==> config.mk <==
export PLATFORM = sky130hd
export DESIGN_NAME = stdp_learner
export DESIGN_NICKNAME = d
export VERILOG_FILES = /design/src/rtl/stdp_learner.sv
export SDC_FILE = /design/constraint.sdc
export NUM_CORES = 1
export LEC_CHECK = 0
export CAP_MARGIN = 20
export CORE_MARGIN = 1
export CORE_UTILIZATION = 45
export DETAILED_ROUTE_END_ITERATION = 6
export GPL_TIMING_DRIVEN = 0
export PLACE_DENSITY = 0.73
export SYNTH_ARGS = -nofsm -noshare
export SYNTH_HDL_FRONTEND = slang
export SYNTH_SLANG_ARGS = --single-unit
==> constraint.sdc <==
create_clock -name clk -period 7.2 [get_ports clk]
set_input_delay 1.8 -clock clk [delete_from_list [all_inputs] [get_ports clk]]
set_output_delay 1.8 -clock clk [all_outputs]
set_load 0.02 [all_outputs]
==> src/rtl/stdp_learner.sv <==
// rtl/stdp_learner.sv - pair-based STDP weight learner with a per-gamma-cycle update sweep
// Optional feature macro: STDP_STOCHASTIC_EN (LFSR-gated probabilistic updates).
`ifndef TIME_PERIOD
`define TIME_PERIOD 8
`endif

module stdp_learner #(
  parameter int NEURONS     = 2,
  parameter int SYNAPSES    = 2,
  parameter int WEIGHT_BITS = 3,
  parameter int TIME_PERIOD = `TIME_PERIOD,
  parameter int INIT_WEIGHT = 2 ** (WEIGHT_BITS - 1)
`ifdef STDP_STOCHASTIC_EN
  ,
  parameter int UPDATE_PROB = 8
`endif
) (
  input  logic                                             clk,
  input  logic                                             rst,
  input  logic [$clog2(TIME_PERIOD)-1:0]                   cycle,
  input  logic [NEURONS-1:0][SYNAPSES-1:0]                 input_spikes,
  input  logic [NEURONS-1:0]                               output_spikes,
  input  logic                                             learn_en,
  output logic [NEURONS-1:0][SYNAPSES-1:0][WEIGHT_BITS-1:0] weights,
  output logic                                             busy,
  output logic                                             sweep_done
);
  localparam int TW    = $clog2(TIME_PERIOD);
  localparam int PAIRS = NEURONS * SYNAPSES;
  localparam int IW    = (PAIRS > 1) ? $clog2(PAIRS) : 1;
  localparam logic [WEIGHT_BITS-1:0] WMAX  = '1;
  localparam logic [WEIGHT_BITS-1:0] WINIT = WEIGHT_BITS'(INIT_WEIGHT);

  typedef enum logic [1:0] {IDLE, SWEEP, DONE} state_t;

  state_t            state, state_nx;
  logic [IW-1:0]     idx;
  logic              snap_edge;
  logic [TW-1:0]     in_t       [PAIRS];
  logic [PAIRS-1:0]  in_v;
  logic [TW-1:0]     out_t      [NEURONS];
  logic [NEURONS-1:0] out_v;
  logic [TW-1:0]     snap_in_t  [PAIRS];
  logic [PAIRS-1:0]  snap_in_v;
  logic [TW-1:0]     snap_out_t [NEURONS];
  logic [NEURONS-1:0] snap_out_v;
  logic              p_in_v, p_out_v;
  logic [TW-1:0]     p_in_t, p_out_t;
  logic              upd_inc, upd_dec, upd_gate;

  assign snap_edge = (cycle == TW'(TIME_PERIOD - 1));

  // The last edge of a gamma cycle folds its own samples into the snapshot.
  always_ff @(posedge clk or posedge rst) begin
    if (rst) begin
      in_v       <= '0;
      out_v      <= '0;
      snap_in_v  <= '0;
      snap_out_v <= '0;
      for (int k = 0; k < PAIRS; k++) begin
        in_t[k]      <= '0;
        snap_in_t[k] <= '0;
      end
      for (int n = 0; n < NEURONS; n++) begin
        out_t[n]      <= '0;
        snap_out_t[n] <= '0;
      end
    end else begin
      for (int n = 0; n < NEURONS; n++) begin
        for (int s = 0; s < SYNAPSES; s++) begin
          if (snap_edge) begin
            snap_in_v[n*SYNAPSES+s] <= in_v[n*SYNAPSES+s] | ~input_spikes[n][s];
            snap_in_t[n*SYNAPSES+s] <= in_v[n*SYNAPSES+s] ? in_t[n*SYNAPSES+s] : cycle;
            in_v[n*SYNAPSES+s]      <= 1'b0;
            in_t[n*SYNAPSES+s]      <= '0;
          end else if (!input_spikes[n][s] && !in_v[n*SYNAPSES+s]) begin
            in_v[n*SYNAPSES+s] <= 1'b1;
            in_t[n*SYNAPSES+s] <= cycle;
          end
        end
        if (snap_edge) begin
          snap_out_v[n] <= out_v[n] | ~output_spikes[n];
          snap_out_t[n] <= out_v[n] ? out_t[n] : cycle;
          out_v[n]      <= 1'b0;
          out_t[n]      <= '0;
        end else if (!output_spikes[n] && !out_v[n]) begin
          out_v[n] <= 1'b1;
          out_t[n] <= cycle;
        end
      end
    end
  end

  always_ff @(posedge clk or posedge rst) begin
    if (rst) begin
      state <= IDLE;
      idx   <= '0;
    end else begin
      state <= state_nx;
      idx   <= (state == SWEEP && int'(idx) != PAIRS - 1) ? idx + 1'b1 : '0;
    end
  end

  // DONE also accepts a snapshot so a sweep filling TIME_PERIOD-1 clocks never drops one.
  always_comb begin
    state_nx   = state;
    busy       = 1'b0;
    sweep_done = 1'b0;
    case (state)
      IDLE:  if (snap_edge) state_nx = SWEEP;
      SWEEP: begin
        busy = 1'b1;
        if (int'(idx) == PAIRS - 1) state_nx = DONE;
      end
      DONE: begin
        sweep_done = 1'b1;
        state_nx   = snap_edge ? SWEEP : IDLE;
      end
      default: state_nx = IDLE;
    endcase
  end

  always_comb begin
    p_in_v  = 1'b0;
    p_in_t  = '0;
    p_out_v = 1'b0;
    p_out_t = '0;
    for (int k = 0; k < PAIRS; k++) begin
      if (int'(idx) == k) begin
        p_in_v = snap_in_v[k];
        p_in_t = snap_in_t[k];
      end
    end
    for (int n = 0; n < NEURONS; n++) begin
      if (int'(idx) / SYNAPSES == n) begin
        p_out_v = snap_out_v[n];
        p_out_t = snap_out_t[n];
      end
    end
    upd_inc = p_in_v && (!p_out_v || p_in_t <= p_out_t);
    upd_dec = p_out_v && (!p_in_v || p_in_t > p_out_t);
  end

`ifdef STDP_STOCHASTIC_EN
  logic [15:0] lfsr;

  always_ff @(posedge clk or posedge rst) begin
    if (rst) lfsr <= 16'hACE1;
    else     lfsr <= {1'b0, lfsr[15:1]} ^ (lfsr[0] ? 16'hB400 : 16'h0000);
  end

  assign upd_gate = ({1'b0, lfsr[3:0]} < 5'(UPDATE_PROB));
`else
  assign upd_gate = 1'b1;
`endif

  always_ff @(posedge clk or posedge rst) begin
    if (rst) begin
      for (int n = 0; n < NEURONS; n++)
        for (int s = 0; s < SYNAPSES; s++)
          weights[n][s] <= WINIT;
    end else if (state == SWEEP && learn_en && upd_gate) begin
      for (int n = 0; n < NEURONS; n++) begin
        for (int s = 0; s < SYNAPSES; s++) begin
          if (n * SYNAPSES + s == int'(idx)) begin
            if (upd_inc && weights[n][s] != WMAX)
              weights[n][s] <= weights[n][s] + WEIGHT_BITS'(1);
            else if (upd_dec && weights[n][s] != '0)
              weights[n][s] <= weights[n][s] - WEIGHT_BITS'(1);
          end
        end
      end
    end
  end

  snap_while_busy: assert property (@(posedge clk) disable iff (rst) !(snap_edge && busy));

endmodule
== Word level (Yosys, flattened, before mapping) ==
Index checks and enable logic that the tools add are counted.

* $add $sub $neg: 9
* $lt $le $gt $ge: 2
* Equal/unequal tests: 16
* Multiplexer cells: 57
* Bitwise operators: 12
* Reductions and logical operators: 56

{| class="wikitable"
|+ Operators with widths
! operator !! count
|-
| 3-bit two-way mux || 32
|-
| 32-bit logical NOT || 1
|-
| 1-bit two-way mux || 21
|-
| 2-bit nonzero test || 10
|-
| 1-bit logical AND || 18
|-
| 1-bit logical NOT || 14
|-
| 3-bit by 1-bit adder with 3-bit output, second input constant || 4
|-
| 3-bit inequality test, second input constant || 4
|-
| 3-bit AND reduction || 4
|-
| 3-bit nonzero test || 4
|-
| 3-bit by 1-bit subtractor with 3-bit output, second input constant || 4
|-
| 2-bit equality test, second input constant || 3
|-
| 2-bit two-way mux || 3
|-
| 1-bit inverter || 6
|-
| 1-bit OR || 6
|-
| 2-bit one-hot mux with 3 select lines || 1
|-
| 2-bit by 1-bit equality test with 1-bit output, second input constant || 2
|-
| 2-bit equality test, first input constant || 2
|-
| 2-bit logical NOT || 2
|-
| 2-bit inequality test, second input constant || 2
|-
| 3-bit equality test, second input constant || 1
|-
| 3-bit greater-than comparator || 1
|-
| 3-bit <= comparator || 1
|-
| 2-bit by 1-bit adder with 2-bit output, second input constant || 1
|-
| 4 further kinds || 5
|}

* Register bits after elaboration: 64
* Input port bits: 12
* Output and inout port bits: 14
* Word-level logic and storage cells: 178

== Depth between registers and ports, before layout ==
* Depth in word-level cells: 11
* Depth in mapped cells: 18
* Depth with buffers taken out: 17

== Worst setup path before layout ==
Ideal clock, no wire load.

* Path type: register to register
* From: register idx[1]
* To: register weights[11] in the netlist's numbering
* Library setup time: 84 ps
* Arrival: 3307 ps
* Required time: 7116 ps
* Path slack: 3809 ps
* Stages on the path, launching flop included: 17
* Buffers on the path: 1
* Clock period less this slack: 3391 ps
* Cell sequence: dfrtp_1 > buf_4 > inv_1 > ha_1 > nand3b_1 > a21oi_1 > a21oi_1 > o21ai_0 > ha_1 > a21oi_1 > a211oi_4 > nor2_2 > nand2_1 > fa_1 > nor3b_1 > a22o_1 > a311o_1

* Word-level cells in the longest chain between the ends: 11
* Elaborated cells on any way between the ends: 31
* Classes of those cells: order compare: 2; eq/ne: 4; mux: 13; reduce/logical: 12

{| class="wikitable"
|+ RTL lines
! element !! line !! RTL
|-
| from (decl) || 37 || <nowiki>logic [IW-1:0] idx;</nowiki>
|-
| from (signal assigned) || 100 || <nowiki>idx <= (state == SWEEP && int'(idx) != PAIRS - 1) ? idx + 1'b1 : '0;</nowiki>
|-
| 2-bit logical NOT || 129 || <nowiki>if (int'(idx) == k) begin</nowiki>
|-
| 3-bit two-way mux / 1-bit two-way mux (equally long branches) (4 in series) || 129 ||
|-
| 3-bit <= comparator (tied with other cells) || 140 || <nowiki>upd_inc = p_in_v && (!p_out_v || p_in_t <= p_out_t);</nowiki>
|-
| 1-bit logical OR (on tied branches) || 140, 141 ||
|-
| 1-bit logical AND (on tied branches) || 140, 141 ||
|-
| 1-bit logical AND (on tied branches) || 166, 168 ||
|-
| 2-bit nonzero test (no line) || -- ||
|-
| 3-bit AND reduction (no line) || -- ||
|-
| to (signal, indexed assignment) || 167 || <nowiki>weights[n][s] <= weights[n][s] + WEIGHT_BITS'(1);</nowiki>
|-
| to (signal, indexed assignment) || 169 || <nowiki>weights[n][s] <= weights[n][s] - WEIGHT_BITS'(1);</nowiki>
|-
| to (decl) || 24 || <nowiki>output logic [NEURONS-1:0][SYNAPSES-1:0][WEIGHT_BITS-1:0] weights,</nowiki>
|}

Parallel ways exist; a longest one is shown, timed or not.
A chain may end at the register's enable or synchronous reset.

== Worst setup path after layout ==
Same ends and word-level chain as after synthesis.

==> run summary <==
Status: completed
Max-slew violations: 0
Seq pwr share: 35.7%
Synthesized Nets: 373
Syn Area/Cell: 9.56 µm²
Setup Fix Bufs, Post-CTS: 0
GP Congestion: 0.824
Mapped Cells: 350
DR DRC count: 0
DR pass1 iterations: 4
Yosys reg bits: 64
Multi-input logic area: 1600 µm²
Clock share of power: 22.2%
Number of global-route vias before repair: 2639
Arrival @ worst endpoint: 4.09 ns
Post-route antenna net violation count: 0
Synth warnings: 0
Die footprint: 7780 µm²
Post-synth top area share: 44.9%
Pint: 919 µW
Num Clock Sinks: 64
Critical Path Sink Type: flip-flop
Dominant cell type by area after synthesis: dfrtp_1
Setup Skew: 0.00964 ns
Crit path required time: 7.47 ns
Fin nets: 409
Area Growth Syn to Fin: 17.5%
RSZ-0062 raised after global routing: no
Layout cells sized above 1: 8.21%
Fill count: 678
Crit-path leading delay family: compound AO/OA/AOI/OAI gates
Initial antenna violation count: 0
Post-synthesis sequential area ratio: 48.0%
Placed cells: 474
Number of max-cap violations: 0
Synth Flop Type: dfrtp_1
Period minus WS final: 3.82 ns
Vias: 2592
CP Max Fanout: 9
# H-tree levels: 3
Final setup violation count: 0
Crit path buffers/inverters: 2
Relative slew slack: 66.1%
Ports: 26
VDD IR max: 0.000144 V
Routed length per placed instance: 14.3 µm
Port buffer count: 24
GRT Resource Usage Total: 20.7%
Final std cells w/o fill: 489
Vias/cell: 5.30
Total grt overflow: 0
Clk root buf: clkbuf_8
Post-CTS Hold Fix Bufs: 0
Initial Utilization: 46.4%
HP Class: flip-flop to flip-flop
Crit path cell chain: buf_4 -> inv_1 -> ha_1 -> nand3b_1 -> a21oi_1 -> a21oi_1 -> o21ai_0 -> ha_1 -> a21oi_1 -> a211oi_4 -> nor2_2 -> nand2_1 -> fa_1 -> nor3b_1 -> a22o_1 -> a311o_1
Worst Tran Pin Value: 0.508 ns
Die Wd: 88.2 µm
Row Count: 31
Max Root-Sink Buffers: 2
Die span in y: 88.2 µm
Synthesized area: 3350 µm²
Pwr Density: 374 nW/µm²
Main combinational cell family by area after synthesis: compound AO/OA/AOI/OAI gates
Setup TNS Final: 0 ns
Hpwl dp: 5100 µm
Synth Area in Simple Gates: 16.9%
Post-route clock period utilization: 53.1%
Post_cts resized: 0
DR iter-0 viols: 89
Worst-path clk slew: 0.07 ns
Largest net degree at the start of global routing: 43
CP Launch Type: flip-flop
Maximum clock frequency: 261 MHz
Worst-skew pair later-pin latency: 0.34 ns
Register area: 1610 µm²
Net Sw Frac: 37.5%
Antenna diode instance count: 0
Top area cells in the synthesized netlist: dfrtp_1 45%, o21ai_0 6.0%, nand2_1 5.7%, mux2i_1 4.8%, a21oi_1 4.0%
Most frequent cell after synthesis: dfrtp_1
Cell mode on critical path: a21oi_1
Total core area: 7210 µm²
CTS tree: done
Count of cell types in the netlist: 45
Post-Route WL: 6990 µm
Crit path largest cell delay: 0.44 ns
Adder-cell share of the synthesized area: 5.01%
Comb pwr share: 42.1%
Total power draw: 1470 µW
Synth Area in Compound Gates: 17.1%
Post-Synth XOR/XNOR Area: 1.05%
Slowest CP cell: fa_1
Post-synth EDFFs: 0
Switch Pwr: 551 µW
Multiplexer share of the synthesized area: 7.82%
Global-route wire length before repair: 12200 µm
Final Hold Fails: 0
Async set or reset register ratio after synthesis: 100%
Critical path type: flip-flop to flip-flop
Inserted Clock Buffers: 9
Pleak: 0.00165 µW
Post-synth top cells: 60 x dfrtp_1, 51 x nand2_1, 40 x o21ai_0
-- stage by stage --
step | hold WS [ns] | utilization, % | cell area [µm²] | worst slack [ns]
2_1_floorplan | 0.444 | - | 3350 | 3.81
3_3_place_gp | 0.461 | 51.4 | 3710 | 2.68
3_5_place_dp | 0.472 | 51.7 | 3730 | 3.36
4_1_cts | 0.487 | 54.5 | 3930 | 3.34
5_1_grt | 0.507 | 54.5 | 3930 | 2.96
6_report | 0.483 | 54.5 | 3930 | 3.38
-- sequential cells by signal, summed over array words and instances, names as in the netlist --
name and cells:
snap_in_v 4, out_t 6, snap_in_t 12, state 2, weights 12, idx 2, snap_out_v 2, in_v 4
snap_out_t 6, out_v 2, in_t 12
-- final cells by class --
class / count / area share, %
sequential: 64 / 40.9
multi-input combinational: 255 / 40.8
timing repair buffer: 25 / 6.62
clock buffer: 12 / 3.44
tap: 99 / 3.15
buffer: 21 / 2.51
clock inverter: 3 / 1.72
inverter: 10 / 0.955
-- worst reg2reg max path: stages, from the launching register on --
cell and delay, ns:
dfrtp_1 0.37, buf_4 0.19, inv_1 0.07, ha_1 0.27
nand3b_1 0.19, a21oi_1 0.15, a21oi_1 0.05, o21ai_0 0.19
ha_1 0.28, a21oi_1 0.23, a211oi_4 0.14, nor2_2 0.36
nand2_1 0.15, fa_1 0.44, nor3b_1 0.17, a22o_1 0.21
a311o_1 0.28
-- cell usage in the layout (no fill, tap or decap), types with 2 or more instances in the layout --
master / instances
a211oi_1: 4
a211oi_4: 2
a21oi_1: 27
a31oi_1: 6
and3_1: 5
buf_1: 7
buf_6: 2
bufinv_16: 2
clkbuf_1: 13
clkbuf_8: 9
clkdlybuf4s50_1: 24
dfrtp_1: 60
dfstp_2: 4
fa_1: 4
ha_1: 7
inv_1: 9
mux2_1: 4
mux2_2: 3
mux2i_1: 16
nand2_1: 51
nand3_1: 8
nand3b_1: 7
nor2_1: 24
nor2b_1: 10
nor3_1: 9
nor3b_1: 3
o211ai_2: 2
o21ai_0: 40
o22ai_1: 3
o32ai_1: 2
xnor2_1: 2
xor2_1: 2
-- kinds of logic (layout without fill, tap and decap cells) --
family | Yosys count | count (layout)
xor gates and xnor gates | 4 | 4
AOI/OAI and AO/OA | 94 | 94
DFF | 64 | 64
and+or+nand+nor | 122 | 122
muxes | 24 | 24
buffers and inverters | 31 | 71
adders and majority gates | 11 | 11
-- path summary, 6_finish.rpt --
kind,start,end,slack (ns),cells past startpoint
setup / recovery,idx[1],weights[11],3.38,16
hold / removal,snap_in_t[3],snap_in_t[3],0.48,2
setup reg to reg,idx[1],weights[11],3.38,16
hold reg to reg,snap_in_t[3],snap_in_t[3],0.48,2
max in group asynchronous,rst,weights[8],4.74,3
min in group asynchronous,rst,weights[6],1.81,2
-- metal layers --
layer | part of all wire, % | vias up | GRT usage, %
met1 | 46 | 1235 | 26.5
li1 | - | 1290 | -
met5 | 0 | - | 0
met2 | 49 | 62 | 35.0
met4 | 0.82 | 0 | 4.84
met3 | 4.7 | 5 | 5.60
-- power groups by stage --
stage	Sequential [µW]	Combinational [µW]	Clock, µW
after CTS	526	627	335
after global routing	540	702	352
final	525	620	326
after global placement	526	600	0
after detailed placement	532	624	0
after floorplan	549	429	0
No activity file was read; power rests on OpenSTA's default activity.
